File: config.mk
export PLATFORM = sky130hd
export DESIGN_NAME = imm_gen_pipe
export DESIGN_NICKNAME = d
export VERILOG_FILES = /design/src/rtl/imm_gen_pipe.sv
export SDC_FILE = /design/constraint.sdc
export NUM_CORES = 1
export LEC_CHECK = 0
export CAP_MARGIN = 20
export CORE_ASPECT_RATIO = 1.2
export CORE_MARGIN = 2
export CORE_UTILIZATION = 48
export DETAILED_ROUTE_END_ITERATION = 7
export HOLD_SLACK_MARGIN = 0.03
export PLACE_DENSITY = 0.76
export RECOVER_POWER = 25
export SLEW_MARGIN = 20
export SYNTH_ARGS = -nofsm -noshare
export SYNTH_HDL_FRONTEND = slang
export SYNTH_SLANG_ARGS = --single-unit
File: constraint.sdc
create_clock -name clk -period 3.7 [get_ports clk]
set_input_delay 0.37 -clock clk [delete_from_list [all_inputs] [get_ports clk]]
set_output_delay 0.37 -clock clk [all_outputs]
set_load 0.01 [all_outputs]
File: src/rtl/imm_gen_pipe.sv
// imm_gen_pipe: pipelined immediate generator for the decode stage.
//
// Accepts one 32-bit instruction word per cycle over a valid/ready handshake,
// decodes its immediate format and XLEN-wide immediate, and presents the
// result from a registered output stage backed by a one-entry skid register.
// Unsupported encodings are flagged and a saturating count of illegal entries
// handed to the consumer is kept.
//
// Parameters:
//   XLEN  - datapath width, 32 or 64
//   TAG_W - width of the sideband tag carried alongside each word
//   CNT_W - width of the saturating illegal-entry counter
//
// Ports:
//   clk          clock, rising-edge active
//   rst_n        asynchronous active-low reset
//   flush        synchronous kill of the main and skid entries
//   in_valid     instruction word offered
//   in_ready     block can accept (skid register empty)
//   in_instr     instruction word
//   in_tag       sideband tag
//   out_valid    decoded entry available
//   out_ready    consumer accepts
//   out_imm      decoded immediate
//   out_fmt      0 NONE, 1 I, 2 S, 3 B, 4 U, 5 J, 6 SHAMT, 7 ZIMM
//   out_illegal  unsupported opcode or encoding
//   out_tag      tag of the presented entry
//   illegal_cnt  saturating count of illegal entries handed out
//
// Build option:
//   IMM_ZICSR_EN - when defined, CSRRWI/CSRRSI/CSRRCI decode as ZIMM with the
//                  5-bit zero-extended immediate; otherwise they decode as I.

module imm_gen_pipe #(
  parameter int unsigned XLEN  = 32,
  parameter int unsigned TAG_W = 8,
  parameter int unsigned CNT_W = 16
) (
  input  logic             clk,
  input  logic             rst_n,
  input  logic             flush,
  input  logic             in_valid,
  output logic             in_ready,
  input  logic [31:0]      in_instr,
  input  logic [TAG_W-1:0] in_tag,
  output logic             out_valid,
  input  logic             out_ready,
  output logic [XLEN-1:0]  out_imm,
  output logic [2:0]       out_fmt,
  output logic             out_illegal,
  output logic [TAG_W-1:0] out_tag,
  output logic [CNT_W-1:0] illegal_cnt
);

  localparam bit Rv64 = (XLEN == 64);

  typedef enum logic [2:0] {
    FmtNone  = 3'd0,
    FmtI     = 3'd1,
    FmtS     = 3'd2,
    FmtB     = 3'd3,
    FmtU     = 3'd4,
    FmtJ     = 3'd5,
    FmtShamt = 3'd6,
    FmtZimm  = 3'd7
  } fmt_e;

  localparam logic [6:0] OpLui     = 7'b0110111;
  localparam logic [6:0] OpAuipc   = 7'b0010111;
  localparam logic [6:0] OpJal     = 7'b1101111;
  localparam logic [6:0] OpJalr    = 7'b1100111;
  localparam logic [6:0] OpBranch  = 7'b1100011;
  localparam logic [6:0] OpLoad    = 7'b0000011;
  localparam logic [6:0] OpStore   = 7'b0100011;
  localparam logic [6:0] OpOpImm   = 7'b0010011;
  localparam logic [6:0] OpOp      = 7'b0110011;
  localparam logic [6:0] OpMiscMem = 7'b0001111;
  localparam logic [6:0] OpSystem  = 7'b1110011;
  localparam logic [6:0] OpOpImm32 = 7'b0011011;
  localparam logic [6:0] OpOp32    = 7'b0111011;

  // ---------------------------------------------------------------------------
  // Decode of the incoming word
  // ---------------------------------------------------------------------------
  logic [6:0]      opcode;
  logic [2:0]      funct3;
  logic            is_shift;
  logic [XLEN-1:0] imm_i, imm_s, imm_b, imm_u, imm_j, imm_sh, imm_z;
  fmt_e            dec_fmt;
  logic            dec_ill;
  logic [XLEN-1:0] dec_imm;

  assign opcode   = in_instr[6:0];
  assign funct3   = in_instr[14:12];
  assign is_shift = (funct3 == 3'b001) || (funct3 == 3'b101);

  // Replication counts are arranged so none of them can be zero at XLEN = 32.
  assign imm_i = {{(XLEN-12){in_instr[31]}}, in_instr[31:20]};
  assign imm_s = {{(XLEN-12){in_instr[31]}}, in_instr[31:25], in_instr[11:7]};
  assign imm_b = {{(XLEN-12){in_instr[31]}}, in_instr[7], in_instr[30:25],
                  in_instr[11:8], 1'b0};
  assign imm_u = {{(XLEN-31){in_instr[31]}}, in_instr[30:12], 12'b0};
  assign imm_j = {{(XLEN-20){in_instr[31]}}, in_instr[19:12], in_instr[20],
                  in_instr[30:21], 1'b0};
  assign imm_z = {{(XLEN-5){1'b0}}, in_instr[19:15]};

  // A 6-bit shift amount only exists for OP-IMM on RV64; OP-IMM-32 and RV32
  // use 5 bits, with instr[25] reserved (and rejected on RV32 below).
  always_comb begin
    imm_sh = '0;
    if (Rv64 && (opcode == OpOpImm)) begin
      imm_sh[5:0] = in_instr[25:20];
    end else begin
      imm_sh[4:0] = in_instr[24:20];
    end
  end

  always_comb begin
    dec_fmt = FmtNone;
    dec_ill = 1'b0;
    case (opcode)
      OpLui, OpAuipc:             dec_fmt = FmtU;
      OpJal:                      dec_fmt = FmtJ;
      OpJalr, OpLoad, OpMiscMem:  dec_fmt = FmtI;
      OpBranch:                   dec_fmt = FmtB;
      OpStore:                    dec_fmt = FmtS;
      OpOp:                       dec_fmt = FmtNone;
      OpOpImm: begin
        if (is_shift) begin
          dec_fmt = FmtShamt;
          if (!Rv64 && in_instr[25]) begin
            dec_ill = 1'b1;
          end
        end else begin
          dec_fmt = FmtI;
        end
      end
      OpOpImm32: begin
        if (!Rv64) begin
          dec_ill = 1'b1;
        end else if (is_shift) begin
          dec_fmt = FmtShamt;
        end else begin
          dec_fmt = FmtI;
        end
      end
      OpOp32: begin
        if (!Rv64) begin
          dec_ill = 1'b1;
        end
      end
      OpSystem: begin
`ifdef IMM_ZICSR_EN
        dec_fmt = funct3[2] ? FmtZimm : FmtI;
`else
        dec_fmt = FmtI;
`endif
      end
      default:                    dec_ill = 1'b1;
    endcase

    // Every listed opcode already has [1:0] = 11; kept explicit for clarity.
    if (in_instr[1:0] != 2'b11) begin
      dec_ill = 1'b1;
    end
    if (dec_ill) begin
      dec_fmt = FmtNone;
    end
  end

  always_comb begin
    dec_imm = '0;
    case (dec_fmt)
      FmtI:     dec_imm = imm_i;
      FmtS:     dec_imm = imm_s;
      FmtB:     dec_imm = imm_b;
      FmtU:     dec_imm = imm_u;
      FmtJ:     dec_imm = imm_j;
      FmtShamt: dec_imm = imm_sh;
      FmtZimm:  dec_imm = imm_z;
      default:  dec_imm = '0;
    endcase
  end

  // ---------------------------------------------------------------------------
  // Main output register plus one skid register
  // ---------------------------------------------------------------------------
  logic             main_valid_q, main_valid_d;
  logic [XLEN-1:0]  main_imm_q;
  fmt_e             main_fmt_q;
  logic             main_ill_q;
  logic [TAG_W-1:0] main_tag_q;

  logic             skid_valid_q, skid_valid_d;
  logic [XLEN-1:0]  skid_imm_q;
  fmt_e             skid_fmt_q;
  logic             skid_ill_q;
  logic [TAG_W-1:0] skid_tag_q;

  logic             accept;
  logic             drain;
  logic             main_free;
  logic             main_load_in;
  logic             main_load_skid;
  logic             skid_load;

  // in_ready is a pure register output, so out_ready never reaches it.
  assign in_ready = !skid_valid_q;

  always_comb begin
    accept         = in_valid && in_ready && !flush;
    drain          = main_valid_q && out_ready;
    main_free      = !main_valid_q || drain;
    // The skid entry is older than anything arriving now, so it wins main.
    main_load_skid = main_free && skid_valid_q && !flush;
    main_load_in   = main_free && !skid_valid_q && accept;
    skid_load      = !main_free && accept;

    main_valid_d = main_valid_q;
    skid_valid_d = skid_valid_q;
    if (flush) begin
      main_valid_d = 1'b0;
      skid_valid_d = 1'b0;
    end else begin
      if (main_free) begin
        main_valid_d = skid_valid_q || accept;
      end
      if (skid_load) begin
        skid_valid_d = 1'b1;
      end else if (main_load_skid) begin
        skid_valid_d = 1'b0;
      end
    end
  end

  always_ff @(posedge clk or negedge rst_n) begin
    if (!rst_n) begin
      main_valid_q <= 1'b0;
      main_imm_q   <= '0;
      main_fmt_q   <= FmtNone;
      main_ill_q   <= 1'b0;
      main_tag_q   <= '0;
    end else begin
      main_valid_q <= main_valid_d;
      if (main_load_skid) begin
        main_imm_q <= skid_imm_q;
        main_fmt_q <= skid_fmt_q;
        main_ill_q <= skid_ill_q;
        main_tag_q <= skid_tag_q;
      end else if (main_load_in) begin
        main_imm_q <= dec_imm;
        main_fmt_q <= dec_fmt;
        main_ill_q <= dec_ill;
        main_tag_q <= in_tag;
      end
    end
  end

  always_ff @(posedge clk or negedge rst_n) begin
    if (!rst_n) begin
      skid_valid_q <= 1'b0;
      skid_imm_q   <= '0;
      skid_fmt_q   <= FmtNone;
      skid_ill_q   <= 1'b0;
      skid_tag_q   <= '0;
    end else begin
      skid_valid_q <= skid_valid_d;
      if (skid_load) begin
        skid_imm_q <= dec_imm;
        skid_fmt_q <= dec_fmt;
        skid_ill_q <= dec_ill;
        skid_tag_q <= in_tag;
      end
    end
  end

  // ---------------------------------------------------------------------------
  // Saturating illegal counter; a handshake during flush still counts.
  // ---------------------------------------------------------------------------
  logic [CNT_W-1:0] cnt_q;
  logic             cnt_inc;

  assign cnt_inc = main_valid_q && out_ready && main_ill_q && (cnt_q != '1);

  always_ff @(posedge clk or negedge rst_n) begin
    if (!rst_n) begin
      cnt_q <= '0;
    end else if (cnt_inc) begin
      cnt_q <= cnt_q + CNT_W'(1);
    end
  end

  assign out_valid   = main_valid_q;
  assign out_imm     = main_imm_q;
  assign out_fmt     = main_fmt_q;
  assign out_illegal = main_ill_q;
  assign out_tag     = main_tag_q;
  assign illegal_cnt = cnt_q;

endmodule

* Yosys cells after proc, flatten, opt, wreduce, memory -nomap -nowiden
Cells that the tools add are included.
** Storage, ports and cells
- Register bits :: 106
- Input bits :: 45
- Output and inout bits :: 62
- Logic and storage cells :: 78
** Cells by class
- Add/subtract/negate cells :: 1
- Equality and inequality tests :: 22
- Mux-type cells :: 21
- Reductions and logical operators :: 23
** Operators with widths (number)
- $pmux W32 S7 :: 1
- $mux W32 :: 2
- $eq A7 B7 Y1 const B :: 4
- $eq A7 B6 Y1 const B :: 3
- $pmux W3 S6 :: 1
- $add A16 B1 Y16 const B :: 1
- $mux W8 :: 2
- $ne A16 B16 Y1 const B :: 1
- $eq A3 B3 Y1 const B :: 5
- $eq A7 B5 Y1 const B :: 2
- $mux W3 :: 4
- $logic_and A1 B1 Y1 :: 10
- $mux W1 :: 10
- $reduce_or A10 Y1 :: 1
- $eq A7 B2 Y1 const B :: 1
- $eq A7 B4 Y1 const B :: 1
- $eq A3 B1 Y1 const B :: 2
- $eq A3 B2 Y1 const B :: 2
- $logic_not A1 Y1 :: 4
- $reduce_bool A2 Y1 :: 2
- $reduce_or A4 Y1 :: 1
- $logic_or A1 B1 Y1 :: 3
- $reduce_bool A3 Y1 :: 1
- $ne A2 B2 Y1 const B :: 1
- 2 further kinds :: 2

* Logic depth before layout (Yosys ltp)
- Depth in word-level cells :: 10
- Mapped depth :: 9
- Mapped depth without buffers :: 6

* Least setup slack after synthesis
No wires, ideal clock.
- Kind :: input port to flip-flop
- Start :: in in_instr[4]
- End :: reg main_imm_q[10] (netlist: out_imm[10])
- Library setup time :: 0.126 ns
- Data arrival time :: 1.970 ns
- Data required time :: 3.574 ns
- Path slack :: 1.604 ns
- Cell stages on the path :: 6
- Buffers on the path :: 1
- Path through :: buf_4 > or3b_4 > or3_4 > o22a_4 > and2_4 > a221o_1
** Between the ends
- Cells in the longest elaborated chain, start to end :: 9
- Elaborated cells between the ends (all ways) :: 28
- Classes of those cells :: eq/ne (18); mux (7); reduce/logical (3)
** Ends and longest elaborated chain
- from (decl) :: RTL line 44 : input logic [31:0] in_instr,
- $eq A7 B7 Y1 (tied with other cells) :: RTL line 121 : case (opcode)
- $reduce_or A10 Y1 (no source line)
- $pmux W1 S2 :: RTL line 121
- $mux W1 :: RTL line 163 : if (in_instr[1:0] != 2'b11) begin
- $mux W3 * :: RTL line 166 : if (dec_ill) begin
- $eq A3 B3 Y1 (tied with other cells) :: RTL line 173 : case (dec_fmt)
- $pmux W32 S7 * :: RTL line 173
- $mux W32 * :: RTL line 250 : end else if (main_load_in) begin
- $mux W32 * :: RTL line 245 : if (main_load_skid) begin
- to (signal assigned) :: RTL line 246 : main_imm_q <= skid_imm_q;
- to (signal assigned) :: RTL line 251 : main_imm_q <= dec_imm;
- to (decl) :: RTL line 189 : logic [XLEN-1:0] main_imm_q;
Mark *: on every way between the ends. The rest lies on a longest branch, timed or not. The select of a mux whose other input is x is not followed.
A chain may end at the register's enable or synchronous reset.

* Final worst setup path
- Start :: in in_instr[4]
- End :: reg main_imm_q[25] (netlist: out_imm[25])
Same word-level chain as after synthesis.

==> metrics <==
DRT Pass-1 Iters 4; CP max-delay cell nor3_2; Final Wtd Congestion roughly 0.83; worst r2r dst out_imm[8]; Final Setup Violations 0; CTS Hold Bufs 0; Critical Path Max Stage Delay 0.63 ns; Worst VDD drop roughly 0.36 mV; Mapped Avg Cell Area 9.73 sq um; fin. max-slew vios 82; power per cell area ~470 nW/um^2; Initial Util between 40% and 50%; worst path bufs/invs 1; area of the mapped netlist between 4000 and 5000 sq um; initial antenna violation count 0; Post-Place Cells 721; DP HPWL roughly 8.9 mm; worst skew pair latency about 0.35 ns; dpl ws between 0.5 and 0.6 ns; fill count approximately 840; post-synth top area share ~54%; RSZ-0062 raised after global routing false; die width between 90 and 100 um; R2R cell count 5; Routed Wire Length 12.9 mm; FF+latch count, synth between 100 and 150; sequential cell area fraction in the yosys report 53.7%; WS Path Type input pin to flip-flop; worst-margin pin slew ~2.0 ns; setup ws final ~0.86 ns; slew margin rel. -36.5%; outcome finished, violations left; Tmin final approximately 2.8 ns; share of async-settable or async-resettable flops after synthesis 100%; I/O Buffers 106; hold_sp skid_tag_q[7]; vias in the first global route 4238; post-synth cell types between 50 and 60; Nets around 650; Clock Path Buffers 2; Min-Delay Path Class flip-flop to flip-flop; H-tree depth 3; Setup Buffers After CTS 0; Static Leak 2.63 nW; hold-critical path depth 2; Antenna Cells 0; cell taking the most area after synthesis dfrtp_1; row cnt 40; most frequent cells in the layout 106 x dfrtp_1, 105 x clkdlybuf4s50_1, 88 x nand2_1; fmax 353 MHz; largest net degree at the start of global routing slightly above 80; CP delay by family, top simple AND/OR/NAND/NOR gates; final hold viol count 0; drt wl/cell between 15 and 20 um; Post-CTS Resized 0; Synth Instances 508; I/O Pins about 110; clock tree sinks ~110; failing checks capacitance limit, slew limit; reg-to-reg startpoint out_valid; CTS tree built; Critical Path AT around 3.1 ns; CP Max Fanout 11; Hold Path Sink skid_tag_q[7]; share of layout cells above drive strength 1 under 10%; Post-DRT Antenna Nets 0; drt drc 0; first-pass GRT wire length 21.2 mm; root buffer selected by CTS clkbuf_16; synth top area cells dfrtp_1 54%, nand2_1 6.7%, o21ai_0 4.7%, a21oi_1 4.5%, or3_1 3.4%; area growth from synthesis to layout 29.5%; GR Util All Layers about a quarter; total congestion overflow 0; startpoint type of the worst setup path input pin; Via density about 5.7; Die Height about 120 um; Synthesized Nets approximately 550; vias post-DR between 4000 and 5000; Setup TNS Final 0 ns; commonest non-fill, non-tap cell in the layout dfrtp_1; Tcrit/Tclk final approximately three quarters; Synth Flop Type dfrtp_1; Die ar. between 10000 and 15000 sq um; Worst R2R Setup Slack about 1.4 ns; Inserted Clock Buffers 9; Critical Path RT 3.97 ns; yosys warns 0; CTS clk-pin slew, worst paths 0.08 ns; Post-synth EDFFs 0; Core ar. 10000 sq um; Hold Worst Slack 0.480 ns; Worst setup EP type flip-flop; clk_skew 0.0124 ns; maxcap violations 1; Post-Layout Cell Count between 700 and 800; CP Cell Sequence clkdlybuf4s50_1, or3b_4, nor4_4, nor2_1, nor3_2, nand2_1, a21oi_2; DR iter-0 viols between 200 and 300
-- report_power, final --
part	internal [W]	switching, W	leakage, nW
combinational	0.000307	0.000276	1.14
clock	0.000538	0.000456	0.154
sequential	0.00133	0.000115	1.34
total	0.00218	0.000848	2.63
-- how the worst max path moves through the flow --
stage	depth (start not counted)	from	slack, ns	end
6_report	7	in_instr[4]	0.86	out_imm[25]
5_1_grt	7	in_instr[4]	0.67	skid_imm_q[21]
4_1_cts	7	in_instr[4]	0.86	out_imm[25]
3_5_place_dp	7	in_instr[4]	0.52	skid_imm_q[29]
3_3_place_gp	7	in_instr[3]	0.69	out_imm[20]
2_1_floorplan	6	in_instr[4]	1.60	out_imm[10]
-- sequential cells by signal, summed over array words and instances, names as in the netlist --
| register | cells |
|---|---|
| out_imm | 32 |
| skid_imm_q | 32 |
| illegal_cnt | 16 |
| out_tag | 8 |
| skid_tag_q | 8 |
| out_fmt | 3 |
| skid_fmt_q | 3 |
| out_illegal | 1 |
| out_valid | 1 |
| skid_ill_q | 1 |
| skid_valid_q | 1 |
-- cells by family (layout without fill, tap and decap cells) --
family	Yosys count	after routing	synth area share [%]
xor+xnor	17	17	3.01
buf+inv	30	133	2.91
fa+ha+maj	1	1	0.253
compound gates	140	140	17.7
simple gates	212	212	22.0
mux	2	2	0.456
flops	106	106	53.7
-- worst reg2reg max path, delay by kind of cell (launching register included) --
family	cells	cell delay, ns
flops	1	0.41
compound gates	1	0.15
simple gates	4	1.70
-- synth_stat cells, drive strengths merged (8+ instances only) --
cell type  instances
or3               29
nor2              39
and3               9
xnor2             14
a21oi             57
dfrtp            106
a22o              10
a31oi             13
clkbuf            21
o21ai             46
nand2             88
nand2b             8
nand3              8
-- metal layers --
layer | share of wire (%) | vias up | GRT usage, %
li1 | - | 1989 | -
met1 | 44 | 2033 | 31.2
met2 | 49 | 158 | 39.7
met3 | 5.9 | 14 | 5.11
met4 | 1.5 | 0 | 6.95
met5 | 0 | - | 0
-- through the flow --
stage	total power [W]	utilization, %	cell area, sq um
after floorplan	0.00171	-	4940
after global placement	0.00203	60.8	6090
after detailed placement	0.00205	60.8	6090
after CTS	0.00304	63.9	6400
after global routing	0.00317	63.9	6400
final	0.00302	63.9	6400
-- cell type report --
type	count	area, sq um	share of cell area, %
well taps	126	158	2.46
flip-flops and latches	106	2650	41.5
clock buffers	9	225	3.52
clock inverters	7	86.3	1.35
multi-input cells	372	2150	33.6
inverters	3	11.3	0.176
repair buffers	114	1120	17.4
Note: power is estimated with default switching activity, not from simulation.
